<file path="config.mk">
export PLATFORM = sky130hd
export DESIGN_NAME = alu_seq
export DESIGN_NICKNAME = d
export VERILOG_FILES = /design/src/rtl/alu_seq.sv
export SDC_FILE = /design/constraint.sdc
export NUM_CORES = 1
export LEC_CHECK = 0
export BUFFER_PORTS_ARGS = -buffer_cell sky130_fd_sc_hd__clkbuf_2
export CAP_MARGIN = 20
export CORE_AREA = 4 4 76 78
export DETAILED_ROUTE_END_ITERATION = 12
export DIE_AREA = 0 0 80 82
export PLACE_DENSITY = 0.76
export RECOVER_POWER = 100
export SYNTH_ARGS = -nofsm -noshare
export SYNTH_HDL_FRONTEND = slang
export SYNTH_SLANG_ARGS = --single-unit
</file>
<file path="constraint.sdc">
create_clock -name clk -period 10 [get_ports clk]
set_input_delay 1.5 -clock clk [delete_from_list [all_inputs] [get_ports clk]]
set_output_delay 1.5 -clock clk [all_outputs]
set_load 0.01 [all_outputs]
</file>
<file path="src/rtl/alu_seq.sv">
// alu_seq: registered W-bit ALU with {n,v,z,c} flag register and optional shift-add multiplier.
// Latency: single-cycle ops complete at the accept edge, so out_valid rises the next cycle. MUL completes W edges after accept.
// Backpressure: in_ready is low only while a MUL iterates; in_valid is ignored in that window.
//
// Optional feature macro: ALU_MUL_EN
//   defined   -> opcode 14 runs the W-cycle shift-add multiplier FSM
//   undefined -> opcode 14 completes in one cycle with err=1, f=0, f_hi=0, flags held
//
// Ports:
//   clk, rst        rising-edge clock, synchronous active-high reset
//   in_valid/ready  operation request / accept (accept = in_valid && in_ready at a rising edge)
//   s, a, b, cin    opcode, operands, external carry (used only when EXT_CARRY=1)
//   out_valid       one-cycle pulse when f/f_hi/flags/err have been updated
//   f, f_hi         result (low half for MUL), MUL high half (cleared by other result-writing ops)
//   flags           {n,v,z,c}
//   err             high with out_valid for an unsupported opcode
module alu_seq #(
    parameter int W         = 8,
    parameter int EXT_CARRY = 0
) (
    input  logic         clk,
    input  logic         rst,
    input  logic         in_valid,
    output logic         in_ready,
    input  logic [3:0]   s,
    input  logic [W-1:0] a,
    input  logic [W-1:0] b,
    input  logic         cin,
    output logic         out_valid,
    output logic [W-1:0] f,
    output logic [W-1:0] f_hi,
    output logic [3:0]   flags,
    output logic         err
);

    // Opcode map
    localparam logic [3:0] OP_ADD = 4'd0;
    localparam logic [3:0] OP_ADC = 4'd1;
    localparam logic [3:0] OP_SUB = 4'd2;
    localparam logic [3:0] OP_SBB = 4'd3;
    localparam logic [3:0] OP_AND = 4'd4;
    localparam logic [3:0] OP_OR  = 4'd5;
    localparam logic [3:0] OP_XOR = 4'd6;
    localparam logic [3:0] OP_NOT = 4'd7;
    localparam logic [3:0] OP_SHL = 4'd8;
    localparam logic [3:0] OP_SHR = 4'd9;
    localparam logic [3:0] OP_ROL = 4'd10;
    localparam logic [3:0] OP_ROR = 4'd11;
    localparam logic [3:0] OP_INC = 4'd12;
    localparam logic [3:0] OP_DEC = 4'd13;
    localparam logic [3:0] OP_MUL = 4'd14;
    localparam logic [3:0] OP_CMP = 4'd15;

    // Bit positions inside the {n,v,z,c} flag vector
    localparam int FC = 0;

    localparam logic [W-1:0] ONE      = {{(W-1){1'b0}}, 1'b1};
    localparam logic [W-1:0] SMAX     = {1'b0, {(W-1){1'b1}}};
    localparam logic [W-1:0] SMIN     = {1'b1, {(W-1){1'b0}}};

    typedef enum logic {
        ST_IDLE = 1'b0,
        ST_MUL  = 1'b1
    } state_t;

    state_t         state_q,     state_d;
    logic           out_valid_q, out_valid_d;
    logic           err_q,       err_d;
    logic [W-1:0]   f_q,         f_d;
    logic [W-1:0]   f_hi_q,      f_hi_d;
    logic [3:0]     flags_q,     flags_d;

`ifdef ALU_MUL_EN
    localparam int CW = $clog2(W);

    // Multiplier datapath: {p_hi, p_lo} is the running product; p_lo starts
    // as the multiplier and is consumed LSB-first as the product shifts in.
    logic [W-1:0]   mcand_q,     mcand_d;
    logic [W-1:0]   p_hi_q,      p_hi_d;
    logic [W-1:0]   p_lo_q,      p_lo_d;
    logic [CW-1:0]  cnt_q,       cnt_d;

    logic [W-1:0]   mul_addend;
    logic [W:0]     mul_sum;
    logic [W-1:0]   mul_hi_next;
    logic [W-1:0]   mul_lo_next;
`endif

    // Carry source sampled together with the operands at the accept edge
    logic           cy;
    assign cy = (EXT_CARRY != 0) ? cin : flags_q[FC];

    // ------------------------------------------------------------------
    // Single-cycle ALU datapath
    // ------------------------------------------------------------------
    logic [W:0]     add_ext;
    logic [W:0]     sub_ext;
    logic [W-1:0]   alu_res;
    logic           alu_c;
    logic           alu_v;

    always_comb begin
        // Carry/borrow-in only participates for the chained variants
        add_ext = {1'b0, a} + {1'b0, b} + {{W{1'b0}}, (s == OP_ADC) & cy};
        sub_ext = {1'b0, a} - {1'b0, b} - {{W{1'b0}}, (s == OP_SBB) & cy};

        alu_res = '0;
        alu_c   = flags_q[FC];   // logical ops and INC/DEC leave c alone
        alu_v   = 1'b0;

        case (s)
            OP_ADD, OP_ADC: begin
                alu_res = add_ext[W-1:0];
                alu_c   = add_ext[W];
                alu_v   = (a[W-1] == b[W-1]) && (add_ext[W-1] != a[W-1]);
            end
            OP_SUB, OP_SBB, OP_CMP: begin
                // Bit W of the extended difference is the borrow
                alu_res = sub_ext[W-1:0];
                alu_c   = sub_ext[W];
                alu_v   = (a[W-1] != b[W-1]) && (sub_ext[W-1] != a[W-1]);
            end
            OP_AND: alu_res = a & b;
            OP_OR:  alu_res = a | b;
            OP_XOR: alu_res = a ^ b;
            OP_NOT: alu_res = ~a;
            OP_SHL: begin
                alu_res = {a[W-2:0], 1'b0};
                alu_c   = a[W-1];
            end
            OP_SHR: begin
                alu_res = {1'b0, a[W-1:1]};
                alu_c   = a[0];
            end
            OP_ROL: begin
                // Rotate through carry: W+1-bit ring {c, a}
                alu_res = {a[W-2:0], cy};
                alu_c   = a[W-1];
            end
            OP_ROR: begin
                alu_res = {cy, a[W-1:1]};
                alu_c   = a[0];
            end
            OP_INC: begin
                alu_res = a + ONE;
                alu_v   = (a == SMAX);
            end
            OP_DEC: begin
                alu_res = a - ONE;
                alu_v   = (a == SMIN);
            end
            default: begin
                // OP_MUL is handled by the sequencer below
                alu_res = '0;
            end
        endcase
    end

`ifdef ALU_MUL_EN
    // ------------------------------------------------------------------
    // One shift-add iteration: conditionally add the multiplicand into the
    // high half, then shift the whole {carry, p_hi, p_lo} right by one.
    // ------------------------------------------------------------------
    always_comb begin
        mul_addend  = p_lo_q[0] ? mcand_q : '0;
        mul_sum     = {1'b0, p_hi_q} + {1'b0, mul_addend};
        mul_hi_next = mul_sum[W:1];
        mul_lo_next = {mul_sum[0], p_lo_q[W-1:1]};
    end
`endif

    // ------------------------------------------------------------------
    // Sequencer / next-state logic
    // ------------------------------------------------------------------
    always_comb begin
        state_d     = state_q;
        out_valid_d = 1'b0;
        err_d       = 1'b0;
        f_d         = f_q;
        f_hi_d      = f_hi_q;
        flags_d     = flags_q;
`ifdef ALU_MUL_EN
        mcand_d     = mcand_q;
        p_hi_d      = p_hi_q;
        p_lo_d      = p_lo_q;
        cnt_d       = cnt_q;
`endif

        case (state_q)
            ST_IDLE: begin
                if (in_valid) begin
                    if (s == OP_MUL) begin
`ifdef ALU_MUL_EN
                        state_d = ST_MUL;
                        mcand_d = a;
                        p_hi_d  = '0;
                        p_lo_d  = b;
                        cnt_d   = '0;
`else
                        // No multiplier in this build: report and clear result
                        out_valid_d = 1'b1;
                        err_d       = 1'b1;
                        f_d         = '0;
                        f_hi_d      = '0;
`endif
                    end else begin
                        out_valid_d = 1'b1;
                        // CMP only updates flags; f/f_hi keep the previous result
                        if (s != OP_CMP) begin
                            f_d    = alu_res;
                            f_hi_d = '0;
                        end
                        flags_d = {alu_res[W-1], alu_v, (alu_res == '0), alu_c};
                    end
                end
            end
`ifdef ALU_MUL_EN
            ST_MUL: begin
                p_hi_d = mul_hi_next;
                p_lo_d = mul_lo_next;
                cnt_d  = cnt_q + 1'b1;
                // Last iteration writes the product straight into the result
                // registers so out_valid follows on the next cycle.
                if (cnt_q == CW'(W - 1)) begin
                    state_d     = ST_IDLE;
                    out_valid_d = 1'b1;
                    f_d         = mul_lo_next;
                    f_hi_d      = mul_hi_next;
                    flags_d     = {mul_hi_next[W-1],
                                   1'b0,
                                   (mul_hi_next == '0) && (mul_lo_next == '0),
                                   (mul_hi_next != '0)};
                end
            end
`endif
            default: begin
                state_d = ST_IDLE;
            end
        endcase
    end

    // ------------------------------------------------------------------
    // State registers
    // ------------------------------------------------------------------
    always_ff @(posedge clk) begin
        if (rst) begin
            state_q     <= ST_IDLE;
            out_valid_q <= 1'b0;
            err_q       <= 1'b0;
            f_q         <= '0;
            f_hi_q      <= '0;
            flags_q     <= '0;
`ifdef ALU_MUL_EN
            mcand_q     <= '0;
            p_hi_q      <= '0;
            p_lo_q      <= '0;
            cnt_q       <= '0;
`endif
        end else begin
            state_q     <= state_d;
            out_valid_q <= out_valid_d;
            err_q       <= err_d;
            f_q         <= f_d;
            f_hi_q      <= f_hi_d;
            flags_q     <= flags_d;
`ifdef ALU_MUL_EN
            mcand_q     <= mcand_d;
            p_hi_q      <= p_hi_d;
            p_lo_q      <= p_lo_d;
            cnt_q       <= cnt_d;
`endif
        end
    end

    // Without the multiplier the FSM never leaves IDLE, so in_ready is constant 1
    assign in_ready  = (state_q == ST_IDLE);
    assign out_valid = out_valid_q;
    assign err       = err_q;
    assign f         = f_q;
    assign f_hi      = f_hi_q;
    assign flags     = flags_q;

endmodule

</file>
==> results.tsv, run 1 <==
metric	value	unit
CP Data Arrival Time	5.62	ns
final net count	444	
final worst path period share	0.5429	
number of setup violations in the final report	0	
antenna violations before repair	0	
critical path's slowest cell	a2111oi_0	
post-synthesis cell count	361	
routed len/inst	16.31	um
CTS max path bufs	2	
Reg clk slew, reported paths	0.06	ns
Setup Fix Bufs, Post-CTS	0	
Worst Path Required	10.19	ns
cell family contributing the most delay on the critical path	compound AO/OA/AOI/OAI gates	
Num Clock Sinks	14	
layout cells sized above 1	0.06878	
Routed WL	7305	um
crit path time final	5.429	ns
Most used DFF post-synth	dfxtp_1	
GRT Resource Usage Total	0.2255	
CORE AREA	5075	um^2
Ys Warns	0	
Hold Path Class	register to register	
Hold Vio Cnt, Final	0	
crit path max fanout	25	
# rows	26	
Max transition margin	0.2915	
CTS root buffer	clkbuf_8	
IO Pins	47	
DRC	0	
Cell Pwr Density	89.87	nW/um^2
clk_skew	0.001027	ns
Seq/Total Area, Yosys	0.1038	
unrepaired setup endpoints after global routing	false	
number of global-route vias before repair	2422	
Power Total	253.2	uW
synthesized flop and latch total	14	
Worst Tran Pin Value	1.063	ns
hold path startpoint	f[4]$_SDFFE_PP0P_	
Cells after DPL	444	
status	complete, no violations	
TNS Setup	0	ns
area growth from synthesis to layout	4.356	%
Final ANT Viol Nets	0	
DR iter-0 viols	266	
VDD IR max	63.65	uV
reg2reg start	flags[0]$_SDFFE_PP0P_	
Initial Util	0.5321	
Num CTS Buffers	3	
n_diodes	0	
sequence of cells on the critical path	clkbuf_1, nor2b_1, and3_1, ha_1, a211oi_1, nor2_1, xnor2_1, o32ai_2, a2111oi_0, and4_1, a41o_1	
PortBufs	36	
Setup CP Type	primary input to register	
CTS Hold Buffers Added	0	
buffers and inverters on the worst path	1	
max incr delay on CP	0.79	ns
CP Capture Type	register	
Die W	80	um
Max Freq	184.2	MHz
syn_area_per_cell	7.479	um^2
synth unique cells	59	
Synth async-reset ratio	0	
total die area	6560	um^2
CTS tree	built	
leakage	1.249	nW
total grt overflow	0	
largest net degree at the start of global routing	45	
max-cap violations	0	
fill count	550	
clock insertion delay at the later pin of the skew report	0.25	ns
Placement Setup Slack	4.971	ns
Pins Over Slew Limit	0	
cell area after synthesis	2700	um^2
post-DR vias/cell	6.092	
drt first pass iters	5	
post-CTS sizing	0	
CP Launch Type	primary input	
first-pass GRT wire length	11720	um
final core occ	0.5552	
via count	2729	
EDFF count, synth	0	
H-tree depth	1	
worst setup path startpoint	s[2]	
GPL Wtd Cong	0.9872	
Finished Layout Cells	448	
Die Ht	82	um
post-DP HPWL	5643	um
post-route setup slack	4.571	ns
[where the power goes]
| group | switching, mW | internal (mW) |
|---|---|---|
| Combinational | 0.0826 | 0.0527 |
| Clock | 0.0206 | 0.0349 |
| Sequential | 0.00223 | 0.0602 |
| Total | 0.105 | 0.148 |
[final cells by class]
type / instances / area, um^2 / share of cell area
clock buffer: 4 / 55.05 / 0.01954
tap: 70 / 87.58 / 0.03108
timing repair buffer: 37 / 166.4 / 0.05906
multi-input combinational: 295 / 2123 / 0.7536
sequential: 14 / 280.3 / 0.09947
inverter: 28 / 105.1 / 0.03730
[Yosys cell counts (all sizes together) (4+ instances only)]
master   n  area, um^2
o21ai   27       135.1
and3     4       25.02
nor2b    5       31.28
a22oi    4       30.03
mux2i    8       80.08
inv     28       105.1
a21oi   17       85.08
ha      36       450.4
nand2   26       97.59
nand3    6       30.03
a211oi  16       135.1
xnor2    9       78.83
o21a     4       30.03
nand2b   6       37.54
buf     24       175.2
dfxtp   14       280.3
xor2     7       61.31
clkbuf   7       26.28
fa       5       100.1
nor2    30       112.6
nand4    4       25.02
o22ai    8       50.05
nor3    14       70.07
[stage by stage]
stage	instance area, um^2	hold WS, ns
after floorplan	2726	0.5202
after global placement	2800	0.4773
after detailed placement	2800	0.4866
after CTS	2855	0.5004
after global routing	2818	0.5340
final	2818	0.4976
[worst min-delay path, cell delays in order (launching register included)]
cell      delay [ns]
dfxtp_1         0.31
nor2_1          0.09
a211oi_1        0.05
[placed cells by master (no fill, tap or decap), types with 5 or more instances in the layout]
master    count
nand2b_1      6
inv_1        28
nand3_1       6
fa_1          5
o22ai_1       8
clkbuf_2     19
mux2i_1       8
nand2_1      26
a211oi_1     16
xnor2_1       9
conb_1        9
dfxtp_1      14
ha_1         36
clkbuf_1     17
o21ai_0      21
a21oi_1      17
xor2_1        7
nor3_1       14
o21ai_1       6
nor2b_1       5
nor2_1       30
[sequential cells by signal, summed over array words and instances (netlist names)]
name and flops:
out_valid 1, err 1, flags 4, f 8
[metal layers]
layer / global-route usage / part of all wire / up-vias
li1: - / - / 1331
met1: 0.2928 / 0.42 / 1266
met2: 0.3990 / 0.48 / 121
met3: 0.01206 / 0.083 / 11
met4: 0.07264 / 0.016 / 0
met5: 0 / 0 / -
[logic make-up after synthesis]
kind of cell    count (synthesis)  synth area share
other cells                     2          0.002781
compound gates                106            0.2716
fa+ha+maj                      41            0.2039
flops                          14            0.1038
mux                             8           0.02966
buf+inv                        59            0.1135
xor+xnor                       17           0.06024
simple gates                  114            0.2146
[path summary, 6_finish.rpt]
check                                        endpoint  slack, ns  depth (start not counted)
worst min-delay path                f[4]$_SDFFE_PP0P_       0.50                          2
worst max register to register  flags[1]$_SDFFE_PP0P_       6.36                         10
worst max-delay path            flags[1]$_SDFFE_PP0P_       4.57                         11
worst min register to register      f[4]$_SDFFE_PP0P_       0.50                          2
No activity file was read; power rests on OpenSTA's default activity.
==> inputs of run 2 (changes only) <==
==> constraint.sdc (replaced) <==
create_clock -name clk -period 5.1 [get_ports clk]
set_input_delay 0.765 -clock clk [delete_from_list [all_inputs] [get_ports clk]]
set_output_delay 0.765 -clock clk [all_outputs]
set_load 0.01 [all_outputs]
==> results.tsv, run 2 (synthesized netlist as in run 1, its figures left out) <==
metric	value	unit
Worst Path Required	5.21	ns
Die W	80	um
TNS Setup	0	ns
CTS root buffer	clkbuf_8	
H-tree depth	1	
CP Capture Type	register	
CP Launch Type	primary input	
flip-flop count of the largest register after layout	8	
Num CTS Buffers	3	
r2r endpoint	f[7]$_SDFFE_PP0P_	
Initial Util	0.5321	
Die Ht	82	um
Power Total	500.1	uW
largest net degree at the start of global routing	26	
CTS max path bufs	2	
layout cells sized above 1	0.07672	
# rows	26	
drt first pass iters	4	
Reg clk slew, reported paths	0.05	ns
post-DP HPWL	5847	um
Final ANT Viol Nets	0	
final worst path period share	0.8537	
post-DR vias/cell	5.882	
GRT Resource Usage Total	0.2239	
area growth from synthesis to layout	4.819	%
Setup Fix Bufs, Post-CTS	0	
Num Clock Sinks	14	
antenna violations before repair	0	
Max transition margin	0.4647	
flop2flop setup slack	1.64	ns
CP Data Arrival Time	4.46	ns
hold path endpoint	flags[3]$_SDFFE_PP0P_	
Hold Path Class	register to register	
Worst Tran Pin Value	0.8013	ns
GPL Wtd Cong	0.9882	
post-CTS sizing	0	
crit path time final	4.354	ns
crit path max fanout	19	
clock insertion delay at the later pin of the skew report	0.25	ns
hold path startpoint	flags[3]$_SDFFE_PP0P_	
via count	2635	
Routed WL	7346	um
commonest non-fill, non-tap cell in the layout	ha_1	
max-cap violations	0	
final net count	444	
CTS Hold Buffers Added	0	
reg2reg start	flags[0]$_SDFFE_PP0P_	
leakage	1.254	nW
Setup CP Type	primary input to register	
commonest non-fill, non-tap cells in the layout	ha_1, nor2_1, inv_1	
routed len/inst	16.40	um
Hold Path Depth	2	
Cell Pwr Density	176.7	nW/um^2
first-pass GRT wire length	11710	um
VDD IR max	105.7	uV
R2R cell count	11	
DRC	0	
fill count	532	
Hold Vio Cnt, Final	0	
CORE AREA	5075	um^2
total die area	6560	um^2
number of setup violations in the final report	0	
DR iter-0 viols	225	
total grt overflow	0	
IO Pins	47	
worst setup path startpoint	s[3]	
unrepaired setup endpoints after global routing	false	
n_diodes	0	
Max Freq	229.7	MHz
PortBufs	36	
number of global-route vias before repair	2471	
CTS tree	built	
clk_skew	0.0003675	ns
status	complete, no violations	
Pins Over Slew Limit	0	
run 2: changes by cell type in the layout (fill, tap and decap cells not counted):
cell / change
a211oi_1: -2
clkbuf_1: -1
a2111oi_1: +1
a211oi_2: +2
a2111oi_0: -1
clkbuf_2: +1
run 2: area by class of cell:
type / count / area (um^2) / area share
flip-flops and latches: 14 / 280.3 / 0.09903
clock buffers: 4 / 55.05 / 0.01945
inverters: 28 / 105.1 / 0.03714
multi-input cells: 295 / 2135 / 0.7542
well taps: 70 / 87.58 / 0.03095
repair buffers: 37 / 167.7 / 0.05924
run 2: worst max-delay path: stages:
cell and delay, ns:
clkbuf_1 0.32, inv_1 0.36, nand2_1 0.14, or3_1 0.40
fa_1 0.42, ha_1 0.31, a211oi_1 0.40, o21ai_0 0.19
a31oi_1 0.38, xor2_1 0.19, o221ai_1 0.14, a211oi_2 0.31
a211oi_1 0.12
run 2: per-layer routing:
layer | share of wire | vias up | wire length [um] | GRT usage
li1 | - | 1329 | - | -
met1 | 0.43 | 1196 | 3148 | 0.2770
met2 | 0.48 | 99 | 3548 | 0.3998
met3 | 0.069 | 11 | 508 | 0.01974
met4 | 0.019 | 0 | 142 | 0.08784
met5 | 0 | - | 0 | 0
run 2: how the worst max path moves through the flow:
stage / end / slack, ns / depth (start not counted)
CTS: flags[1]$_SDFFE_PP0P_ / 1.04 / 12
finish: f[7]$_SDFFE_PP0P_ / 0.75 / 13
floorplan: flags[1]$_SDFFE_PP0P_ / 1.53 / 13
detailed placement: flags[1]$_SDFFE_PP0P_ / 0.79 / 12
global route: flags[1]$_SDFFE_PP0P_ / 0.49 / 12
global placement: flags[1]$_SDFFE_PP0P_ / 0.86 / 12
run 2: stage by stage:
| step | util | cell area, um^2 | hold slack (ns) | std cells | worst slack (ns) |
|---|---|---|---|---|---|
| 2_1_floorplan | - | 2726 | 0.5202 | 368 | 1.529 |
| 3_3_place_gp | 0.5518 | 2800 | 0.4750 | 444 | 0.8577 |
| 3_5_place_dp | 0.5518 | 2800 | 0.4869 | 444 | 0.7916 |
| 4_1_cts | 0.5626 | 2855 | 0.4976 | 448 | 1.039 |
| 5_1_grt | 0.5577 | 2830 | 0.5181 | 448 | 0.4879 |
| 6_report | 0.5577 | 2830 | 0.4950 | 448 | 0.7460 |
run 2: where the power goes:
group,internal (mW),switching [mW]
clock,0.0685,0.0393
sequential,0.118,0.00436
combinational,0.105,0.165
total,0.291,0.209
